===== src/rtl/bus_route_decoder.sv =====
// Routes one arbitrated master request to a single slave and tracks completion.
// Three-state controller (IDLE, DECODE, WAIT) with registered outputs and an optional ack timeout.
module bus_route_decoder #(
    parameter int unsigned NUM_MASTERS = 2,
    parameter int unsigned NUM_SLAVES  = 3,
    parameter int unsigned ADDR_W      = 12,
    parameter int unsigned DATA_W      = 32,
    parameter int unsigned SID_W       = 2,
    parameter int unsigned TIMEOUT     = 255
) (
    input  logic                                                    clk,
    input  logic                                                    rst,
    input  logic [NUM_MASTERS-1:0]                                  m_valid,
    input  logic [NUM_MASTERS*(SID_W+1+ADDR_W+DATA_W)-1:0]          m_req,
    output logic [NUM_MASTERS-1:0]                                  m_ready,
    input  logic [((NUM_MASTERS > 2) ? $clog2(NUM_MASTERS) : 1)-1:0] grant,
    input  logic                                                    grant_valid,
    output logic [ADDR_W-1:0]                                       address_slave,
    output logic [DATA_W-1:0]                                       data,
    output logic [NUM_SLAVES-1:0]                                   wen,
    output logic [NUM_SLAVES-1:0]                                   ren,
    input  logic [NUM_SLAVES-1:0]                                   s_ack,
    output logic                                                    done,
    output logic                                                    err,
    output logic                                                    busy
);

    localparam int unsigned REQ_W  = SID_W + 1 + ADDR_W + DATA_W;
    localparam int unsigned MSEL_W = (NUM_MASTERS > 2) ? $clog2(NUM_MASTERS) : 1;
    localparam int unsigned CNT_W  = (TIMEOUT > 1) ? $clog2(TIMEOUT + 1) : 1;

    localparam logic [1:0] IDLE   = 2'd0;
    localparam logic [1:0] DECODE = 2'd1;
    localparam logic [1:0] WAIT   = 2'd2;

    logic [1:0]            state, state_d;
    logic [REQ_W-1:0]      cap, cap_d;
    logic [CNT_W-1:0]      cnt, cnt_d;
    logic [CNT_W:0]        cnt_inc;
    logic [NUM_MASTERS-1:0] m_ready_d;
    logic [NUM_SLAVES-1:0] wen_d, ren_d;
    logic [ADDR_W-1:0]     addr_d;
    logic [DATA_W-1:0]     data_d;
    logic                  done_d, err_d, busy_d;

    logic                  grant_ok, sel_valid;
    logic [NUM_MASTERS-1:0] grant_onehot;
    logic [REQ_W-1:0]      sel_req;
    logic [SID_W-1:0]      cap_sid;
    logic                  cap_rw;
    logic                  sid_ok;
    logic [NUM_SLAVES-1:0] sid_onehot;
    logic                  ack_hit;

    assign cap_sid = cap[DATA_W+ADDR_W+1 +: SID_W];
    assign cap_rw  = cap[DATA_W+ADDR_W];
    assign cnt_inc = {1'b0, cnt} + (CNT_W+1)'(1);
    // Only the slave currently enabled can complete the transaction.
    assign ack_hit = |(s_ack & (wen | ren));

    // Master selection by grant index; out-of-range grants match nothing.
    always_comb begin
        grant_ok     = 1'b0;
        sel_valid    = 1'b0;
        grant_onehot = '0;
        sel_req      = '0;
        for (int unsigned i = 0; i < NUM_MASTERS; i++) begin
            if (grant == MSEL_W'(i)) begin
                grant_ok        = 1'b1;
                sel_valid       = m_valid[i];
                grant_onehot[i] = 1'b1;
                sel_req         = m_req[i*REQ_W +: REQ_W];
            end
        end
    end

    // Slave decode of the captured sid.
    always_comb begin
        sid_ok     = 1'b0;
        sid_onehot = '0;
        for (int unsigned k = 0; k < NUM_SLAVES; k++) begin
            if (cap_sid == SID_W'(k)) begin
                sid_ok        = 1'b1;
                sid_onehot[k] = 1'b1;
            end
        end
    end

    // Next-state and next-output logic.
    always_comb begin
        state_d   = state;
        cap_d     = cap;
        cnt_d     = cnt;
        m_ready_d = '0;
        wen_d     = wen;
        ren_d     = ren;
        addr_d    = address_slave;
        data_d    = data;
        done_d    = 1'b0;
        err_d     = 1'b0;
        case (state)
            IDLE: begin
                if (grant_valid && grant_ok && sel_valid) begin
                    cap_d     = sel_req;
                    m_ready_d = grant_onehot;
                    state_d   = DECODE;
                end
            end
            DECODE: begin
                if (sid_ok) begin
                    addr_d  = cap[DATA_W +: ADDR_W];
                    data_d  = cap[DATA_W-1:0];
                    wen_d   = cap_rw ? sid_onehot : '0;
                    ren_d   = cap_rw ? '0 : sid_onehot;
                    cnt_d   = '0;
                    state_d = WAIT;
                end else begin
                    done_d  = 1'b1;
                    err_d   = 1'b1;
                    state_d = IDLE;
                end
            end
            WAIT: begin
                if (ack_hit) begin
                    wen_d   = '0;
                    ren_d   = '0;
                    done_d  = 1'b1;
                    state_d = IDLE;
                end else if ((TIMEOUT != 0) && (cnt_inc == (CNT_W+1)'(TIMEOUT))) begin
                    wen_d   = '0;
                    ren_d   = '0;
                    done_d  = 1'b1;
                    err_d   = 1'b1;
                    state_d = IDLE;
                end else if (TIMEOUT != 0) begin
                    cnt_d = cnt_inc[CNT_W-1:0];
                end
            end
            default: begin
                wen_d   = '0;
                ren_d   = '0;
                state_d = IDLE;
            end
        endcase
        busy_d = (state_d != IDLE);
    end

    always_ff @(posedge clk or posedge rst) begin
        if (rst) begin
            state         <= IDLE;
            cap           <= '0;
            cnt           <= '0;
            m_ready       <= '0;
            wen           <= '0;
            ren           <= '0;
            address_slave <= '0;
            data          <= '0;
            done          <= 1'b0;
            err           <= 1'b0;
            busy          <= 1'b0;
        end else begin
            state         <= state_d;
            cap           <= cap_d;
            cnt           <= cnt_d;
            m_ready       <= m_ready_d;
            wen           <= wen_d;
            ren           <= ren_d;
            address_slave <= addr_d;
            data          <= data_d;
            done          <= done_d;
            err           <= err_d;
            busy          <= busy_d;
        end
    end

endmodule


===== config.mk =====
export PLATFORM = sky130hd
export DESIGN_NAME = bus_route_decoder
export DESIGN_NICKNAME = d
export VERILOG_FILES = /design/src/rtl/bus_route_decoder.sv
export SDC_FILE = /design/constraint.sdc
export NUM_CORES = 1
export LEC_CHECK = 0
export ABC_AREA = 1
export CORE_UTILIZATION = 45
export DETAILED_ROUTE_END_ITERATION = 10
export DONT_BUFFER_PORTS = 1
export HOLD_SLACK_MARGIN = 0.06
export PLACE_DENSITY_LB_ADDON = 0.1
export SLEW_MARGIN = 20
export SYNTH_ARGS = -nofsm -noshare
export SYNTH_HDL_FRONTEND = slang
export SYNTH_SLANG_ARGS = --single-unit

===== constraint.sdc =====
create_clock -name clk -period 4.68 [get_ports clk]
set_input_delay 0.468 -clock clk [delete_from_list [all_inputs] [get_ports clk]]
set_output_delay 0.468 -clock clk [all_outputs]
set_load 0.05 [all_outputs]

# After elaboration in Yosys (flattened, before gate mapping)
# Index checks and enable logic that the tools add are counted.
# totals
word_cells	68
out_inout_bits	55
ff_bits	112
in_bits	103
# classes
eq_ne	9
mux	34
n_reduce_logical	10
bitwise_logic	3
addsub	1
# ops
op	count
$mux W47	1
$mux W8	3
$mux W3	6
$pmux W3 S3	2
$pmux W8 S2	1
$mux W1	12
$mux W2	6
$add A8 B1 Y9 const B	1
$eq A9 B8 Y1 const B	1
$ne A2 B2 Y1 const B	3
$pmux W2 S3	1
$eq A2 B1 Y1 const B	2
$eq A2 B2 Y1 const B	2
$logic_not A2 Y1	2
$pmux W1 S2	2
$reduce_and A2 Y1	2
$reduce_and A4 Y1	1
$reduce_bool A2 Y1	2
$and A3 B3 Y3	1
$ne A3 B3 Y1 const B	1
$or A3 B3 Y3	1
$reduce_and A3 Y1	1
$reduce_or A3 Y1	1
$logic_and A1 B1 Y1	1
$not A1 Y1	1

# Depth between registers and ports, before layout
# Gate-level depths: netlist of run 1.
# logic_depth
word_depth	7
depth_mapped	11
ltp_nobuf	11

# Worst setup path after synthesis of run 1
# OpenSTA, ideal clock, no wires.
# synth_timing
path_type	flip-flop to flip-flop
start	reg cnt[0]
end	reg ren[0]
required_time_ns	4.561
synth_period_minus_slack_ns	1.634
setup_ns	0.119
t_arrival_ns	1.514
stages_incl_launch_ff	11
n_path_buf	0
setup_slack_ns	3.046
path_cell_list	dfrtp_1 inv_1 ha_1 nand2_1 nand3b_1 nor2_1 nand4_2 nand2_4 nand3_4 nand2_1 nand2_1
# synth_between
elab_chain_len	4
# synth_rtl
item	line_no	source
start: declaration	38	logic [CNT_W-1:0] cnt, cnt_d;
start signal: assignment	164	cnt <= cnt_d;
$add A8 B1 Y9	57	assign cnt_inc = {1'b0, cnt} + (CNT_W+1)'(1);
$eq A9 B8 Y1	129	end else if ((TIMEOUT != 0) && (cnt_inc == (CNT_W+1)'(TIMEOUT))) begin
$ne A3 B3 Y1 (no line)	n/a	
$reduce_and A3 Y1 (no line)	n/a	
end signal: assignment	167	ren <= ren_d;
end: declaration	21	output logic [NUM_SLAVES-1:0] ren,
# Every way passes these cells.
# A chain may end at the register's enable or synchronous reset.

# Worst setup path after layout of run 1
# layout_timing
start	reg state[0]
end	reg cap[19]
# layout_between
elab_chain_len	2
# layout_rtl
item	line_no	source
start: declaration	36	logic [1:0] state, state_d;
start signal: assignment	162	state <= state_d;
$logic_not A2 Y1	101	case (state)
$reduce_and A2 Y1 (no line)	n/a	
end signal: assignment	163	cap <= cap_d;
end: declaration	37	logic [REQ_W-1:0] cap, cap_d;
# Every way passes these cells.

==> out/qor.yml, run 1 <==
finish:
  fin_util: 0.486
  fin_nets: 675
  register_area_um2: 2800
  syn_to_final_growth_pct: 5.35
  num-fill-cells: 1041
  drive_above_1_share: 0.0579
  multiInputGateArea_um2: 1780
  layout_commonest_cell: "nand2_1"
  diodes: 0
  most-common-layout-cells: "nand2_1, dfrtp_1, inv_1"
  fin_cells: 710
detailed_routing:
  drt_wl_total_mm: 11.5
  drc: 0
  post_drt_wl_per_cell_um: 16.1
  drt-initial-drc-count: 144
  drt-vias-per-instance: 5.20
  ant_nets: 0
  vias: 3693
  firstDrtPassIters: 4
grt:
  grt_pass1_wl_mm: 18.6
  grt_max_degree: 72
  grt_overflow: 0
  grt_util_all_layers: 0.209
  antenna_found_initial: 0
  grt_pass1_vias: 3787
clocking:
  postCtsSetupBuffers: 0
  clk_pin_slew_ps: 110
  cts_max_level: 3
  hold_buffers: 0
  clock_sinks: 112
  clock_latency_ps: 370
  clock_path_buffers: 2
  cts.repair.resized: 0
  cts_tree: "built"
  cts_buffers: 9
  root_buffer: "clkbuf_8"
hold_path:
  hold_path_class: "in -> async"
timing:
  hold_viol: 0
  setup_viol_count_final: 0
  relSlewSlack: 0.396
  tightest_slew_ps: 905
  rsz0062_at_grt: "no"
  fmax_mhz: 406
  min_period_over_period: 0.526
  period_minus_slack_ps: 2460
  setup_tns_ps: 0
  maxSlewViolCount: 0
  skew_ps: 8.45
yosys:
  netlist.area_leader.share: 0.563
  synth_warnings: 0
  synth_area_leaders: "dfrtp_1, nand2_1, o211ai_1, inv_1, o21ai_0"
  ys_types: 27
  synth.avg_cell_area_um2: 8.64
  yosysTopAreaCell: "dfrtp_1"
  syn-num-nets: 685
  synth-seq-cells: 112
  synth.cell_area_um2: 4980
  synthCells: 576
  yosysSeqAreaShare: 0.563
critical_path:
  cp.arrival_ps: 2750
  r2r-end: "cap[19]"
  startpoint_type: "flop"
  reg2reg_depth: 8
  critPathCaptureType: "flop"
  path_max_fanout: 48
  reg2reg_slack_ps: 2220
  reg2reg_from: "state[0]"
  crit_required_ps: 4970
  path_class: "reg -> reg"
floorplan:
  die_w_um: 107
  die_area_um2: 11500
  initial_core_util: 0.461
  rows: 38
  die-height_um: 107
  io-pin-count: 158
  core_um2: 10800
place:
  dpl.cell_count: 695
  hpwl_mm: 7.61
  portBuffers: 0
  gp_congestion: 0.793
power:
  peakVddDrop_mv: 0.294
  powerDensity_nw_per_um2: 704
  p_leak_nw: 2.46
status:
  status: "finished, final reports clean"
flow_run:
  drv_cap: 0
-- critical path, stage by stage (launching register included) --
cell and delay, ps:
dfrtp_1 420, inv_1 130, ha_1 200, inv_2 110, nor2_4 420, nand2_1 120, inv_2 680, nand2_1 150
o211ai_1 140
-- synthesized netlist by cell type --
library cell / number
a21oi_1: 4
a31oi_1: 1
buf_2: 11
buf_4: 4
clkbuf_1: 9
dfrtp_1: 112
ha_1: 6
inv_1: 73
inv_2: 3
nand2_1: 212
nand2_2: 1
nand2_4: 1
nand3_1: 6
nand3_2: 1
nand3_4: 1
nand3b_1: 1
nand4_1: 9
nand4_2: 1
nor2_1: 19
nor2_2: 3
nor2_8: 1
nor3_1: 1
o211ai_1: 46
o21a_1: 3
o21ai_0: 45
o21ai_1: 1
xor2_1: 1
-- flip-flops by register name (all words and copies together), names as in the netlist --
name           count
ren                3
done               1
busy               1
state              2
err                1
wen                3
address_slave     12
cnt                8
m_ready            2
data              32
cap               47
-- kinds of logic after synthesis --
group	Yosys count	synth area share
compound gates	100	0.125
xor+xnor	1	0.00176
fa+ha+maj	6	0.0151
buf+inv	100	0.0812
flops	112	0.563
simple gates	257	0.213
-- routing by layer --
metal  vias up  global-route usage  wire length, um
met3        15              0.0578              753
met2       116               0.337             5350
met4         0              0.0695              188
li1       1801                   -                -
met1      1761               0.272             5170
met5         -                   0                0
-- power by group --
group          total [W]  internal (W)  switching [W]
registers        0.00228       0.00135       0.000925
clock network   0.000539      0.000199       0.000340
logic           0.000875      0.000305       0.000570
total            0.00369       0.00186        0.00183
-- layout make-up --
class,instances,area share
timing repair buffer,3,0.00429
clock inverter,6,0.0103
tap,140,0.0334
sequential,112,0.534
multi-input combinational,364,0.339
inverter,76,0.0549
clock buffer,9,0.0236
-- stage by stage --
step / instance area, um^2 / hold slack [ps] / setup slack (ps) / power, W
finish: 5240 / 160 / 2220 / 0.00369
detailed placement: 5070 / 477 / 2250 / 0.00319
global route: 5240 / 221 / 1990 / 0.00394
floorplan: 4980 / 450 / 1250 / 0.00294
CTS: 5240 / 188 / 2200 / 0.00373
global placement: 5070 / 463 / 2350 / 0.00314
-- how the worst max path moves through the flow --
stage / start / end / depth (start not counted)
6_report: state[0] / cap[19] / 8
3_5_place_dp: state[0] / cap[27] / 8
2_1_floorplan: rst / address_slave[0] / 1
3_3_place_gp: state[0] / cap[1] / 8
5_1_grt: state[0] / cap[15] / 8
4_1_cts: state[0] / cap[19] / 8
No activity file was read; power rests on OpenSTA's default activity.
==> run 2, diff against run 1 <==
Clock period 4.68 ns to 2.05 ns, I/O delays scaled along.
==> out/qor.yml, run 2 (synthesized netlist as in run 1, its figures left out) <==
status:
  status: "finished, final reports clean"  # unchanged
critical_path:
  startpoint_type: "flop"  # unchanged
  cp.arrival_ps: 2060  # was 2750 ps
  path_max_fanout: 8  # was 48
  crit_path_max_incr_delay_ps: 450  # was 680 ps
  path_class: "reg -> reg"  # unchanged
  cpMostUsedCell: "nand2_1"
  slowest_stage: "dfrtp_1"  # was inv_2
  crit_required_ps: 2300  # was 4970 ps
  crit_chain: "ha_1 > nand2_1 > nor3_1 > nor2_2 > nand4_1 > nand3_1 > nand2_1 > nand2_1"  # was inv_1 > ha_1 > inv_2 > nor2_4 > nand2_1 > inv_2 > nand2_1 > o211ai_1
  critPathCaptureType: "flop"  # unchanged
floorplan:
  die_area_um2: 11500  # unchanged
  die_w_um: 107  # unchanged
  core_um2: 10800  # unchanged
  io-pin-count: 158  # unchanged
  initial_core_util: 0.461  # unchanged
  die-height_um: 107  # unchanged
  rows: 38  # unchanged
grt:
  grt_pass1_wl_mm: 20.6  # was 18.6 mm
  grt_max_degree: 48  # was 72
  grt_pass1_vias: 4223  # was 3787
  grt_util_all_layers: 0.233  # was 0.209
  grt_overflow: 0  # unchanged
  antenna_found_initial: 0  # unchanged
clocking:
  cts_buffers: 9  # unchanged
  cts_tree: "built"  # unchanged
  clock_path_buffers: 2  # unchanged
  clock_sinks: 112  # unchanged
  clock_latency_ps: 370  # about the same
  cts_max_level: 3  # unchanged
  root_buffer: "clkbuf_8"  # unchanged
  clk_pin_slew_ps: 100  # was 110 ps
finish:
  num-fill-cells: 921  # was 1041
  final_cell_area_um2: 6380  # was 5240 um^2
  drive_above_1_share: 0.0647  # was 0.0579
  fin_nets: 784  # was 675
  syn_to_final_growth_pct: 28.2  # was 5.35%
  largest_reg_flops: 47  # unchanged
  layout_commonest_cell: "nand2_1"  # unchanged
  regMostFlops: "cap"  # unchanged
  most-common-layout-cells: "nand2_1, dfrtp_1, dlygate4sd3_1"  # was nand2_1, dfrtp_1, inv_1
  diodes: 0  # unchanged
  reg_top3: "cap (47), data (32), address_slave (12)"  # unchanged
  fin_cells: 820  # was 710
timing:
  skew_ps: 9.03  # was 8.45 ps
  relSlewSlack: 0.613  # was 0.396
  min_period_over_period: 0.880  # was 0.526
  setup_slack_ps: 246  # was 2220 ps
  fmax_mhz: 554  # was 406 MHz
  rsz0062_at_grt: "no"  # unchanged
  period_minus_slack_ps: 1800  # was 2460 ps
  maxSlewViolCount: 0  # unchanged
  tightest_slew_ps: 579  # was 905 ps
  setup_tns_ps: 0  # unchanged
  setup_viol_count_final: 0  # unchanged
  hold_viol: 0  # unchanged
place:
  place_area_um2: 5250  # was 5070 um^2
  hpwl_mm: 7.84  # was 7.61 mm
  dpl.cell_count: 709  # was 695
  place_ws_ps: 238  # was 2250 ps
  portBuffers: 0  # unchanged
  gp_congestion: 0.798  # was 0.793
detailed_routing:
  post_drt_wl_per_cell_um: 15.2  # was 16.1 um
  firstDrtPassIters: 4  # unchanged
  ant_nets: 0  # unchanged
  drt_wl_total_mm: 12.5  # was 11.5 mm
  drt-vias-per-instance: 4.97  # was 5.20
  vias: 4073  # was 3693
  drt-initial-drc-count: 187  # was 144
  drc: 0  # unchanged
hold_path:
  hold_path_class: "in -> reg"  # was in -> async
flow_run:
  drv_cap: 0  # unchanged
power:
  peakVddDrop_mv: 0.717  # was 0.294 mV
  powerDensity_nw_per_um2: 1380  # was 704 nW/um^2
  p_leak_nw: 2.96  # was 2.46 nW
## run 2: cell count changes in the layout (fill, tap and decap cells not counted), sizes merged
cell / delta
clkbuf: +4
inv: -3
clkinvlp: -1
bufinv: +1
dlygate4sd3: +95
buf: +14
## run 2: layout make-up
class / count / area, um^2 / area share
clock buffer: 13 / 139 / 0.0218
tap: 140 / 175 / 0.0275
sequential: 112 / 2800 / 0.439
multi-input combinational: 364 / 1780 / 0.279
clock inverter: 3 / 42.5 / 0.00667
inverter: 76 / 289 / 0.0453
timing repair buffer: 112 / 1150 / 0.181
## run 2: worst paths after layout
| check | startpoint | end | slack [ps] | cells past startpoint |
|---|---|---|---|---|
| setup / recovery | cnt[1] | cnt[3] | 250 | 8 |
| hold / removal | grant | cap[44] | 130 | 4 |
| min in group asynchronous | rst | cap[38] | 380 | 2 |
| setup reg to reg | cnt[1] | cnt[3] | 250 | 8 |
| max in group asynchronous | rst | cap[25] | 1070 | 3 |
| hold reg to reg | cap[42] | address_slave[10] | 510 | 2 |
## run 2: power by group
part / internal, W / switching (W)
sequential: 0.00309 / 0.00202
clock: 0.000567 / 0.000708
combinational: 0.000924 / 0.00147
total: 0.00459 / 0.00420
## run 2: stage by stage
stage / hold slack, ps / util / power, W
2_1_floorplan: 325 / - / 0.00670
3_3_place_gp: 167 / 0.486 / 0.00733
3_5_place_dp: 167 / 0.486 / 0.00742
4_1_cts: 112 / 0.591 / 0.00886
5_1_grt: 145 / 0.591 / 0.00939
6_report: 127 / 0.591 / 0.00879
## run 2: timing repair
item / in CTS / in global routing
gates resized for setup: 0 / 0
setup buffers: 0 / 0
hold endpoints to repair: 70 / 0
hold buffers: 95 / 0
## run 2: worst max-delay path, delay by kind of cell (launching register included)
family / cells / cell delay (ps)
simple gates: 7 / 1020
flops: 1 / 450
fa+ha+maj: 1 / 230
## run 2: layer usage
metal,wire (um),GRT usage,vias to the layer above,part of all wire
met1,5420,0.299,1902,0.43
met5,0,0,-,0
met3,729,0.0511,22,0.058
met4,301,0.112,0,0.024
met2,6020,0.374,126,0.48
li1,-,-,2023,-
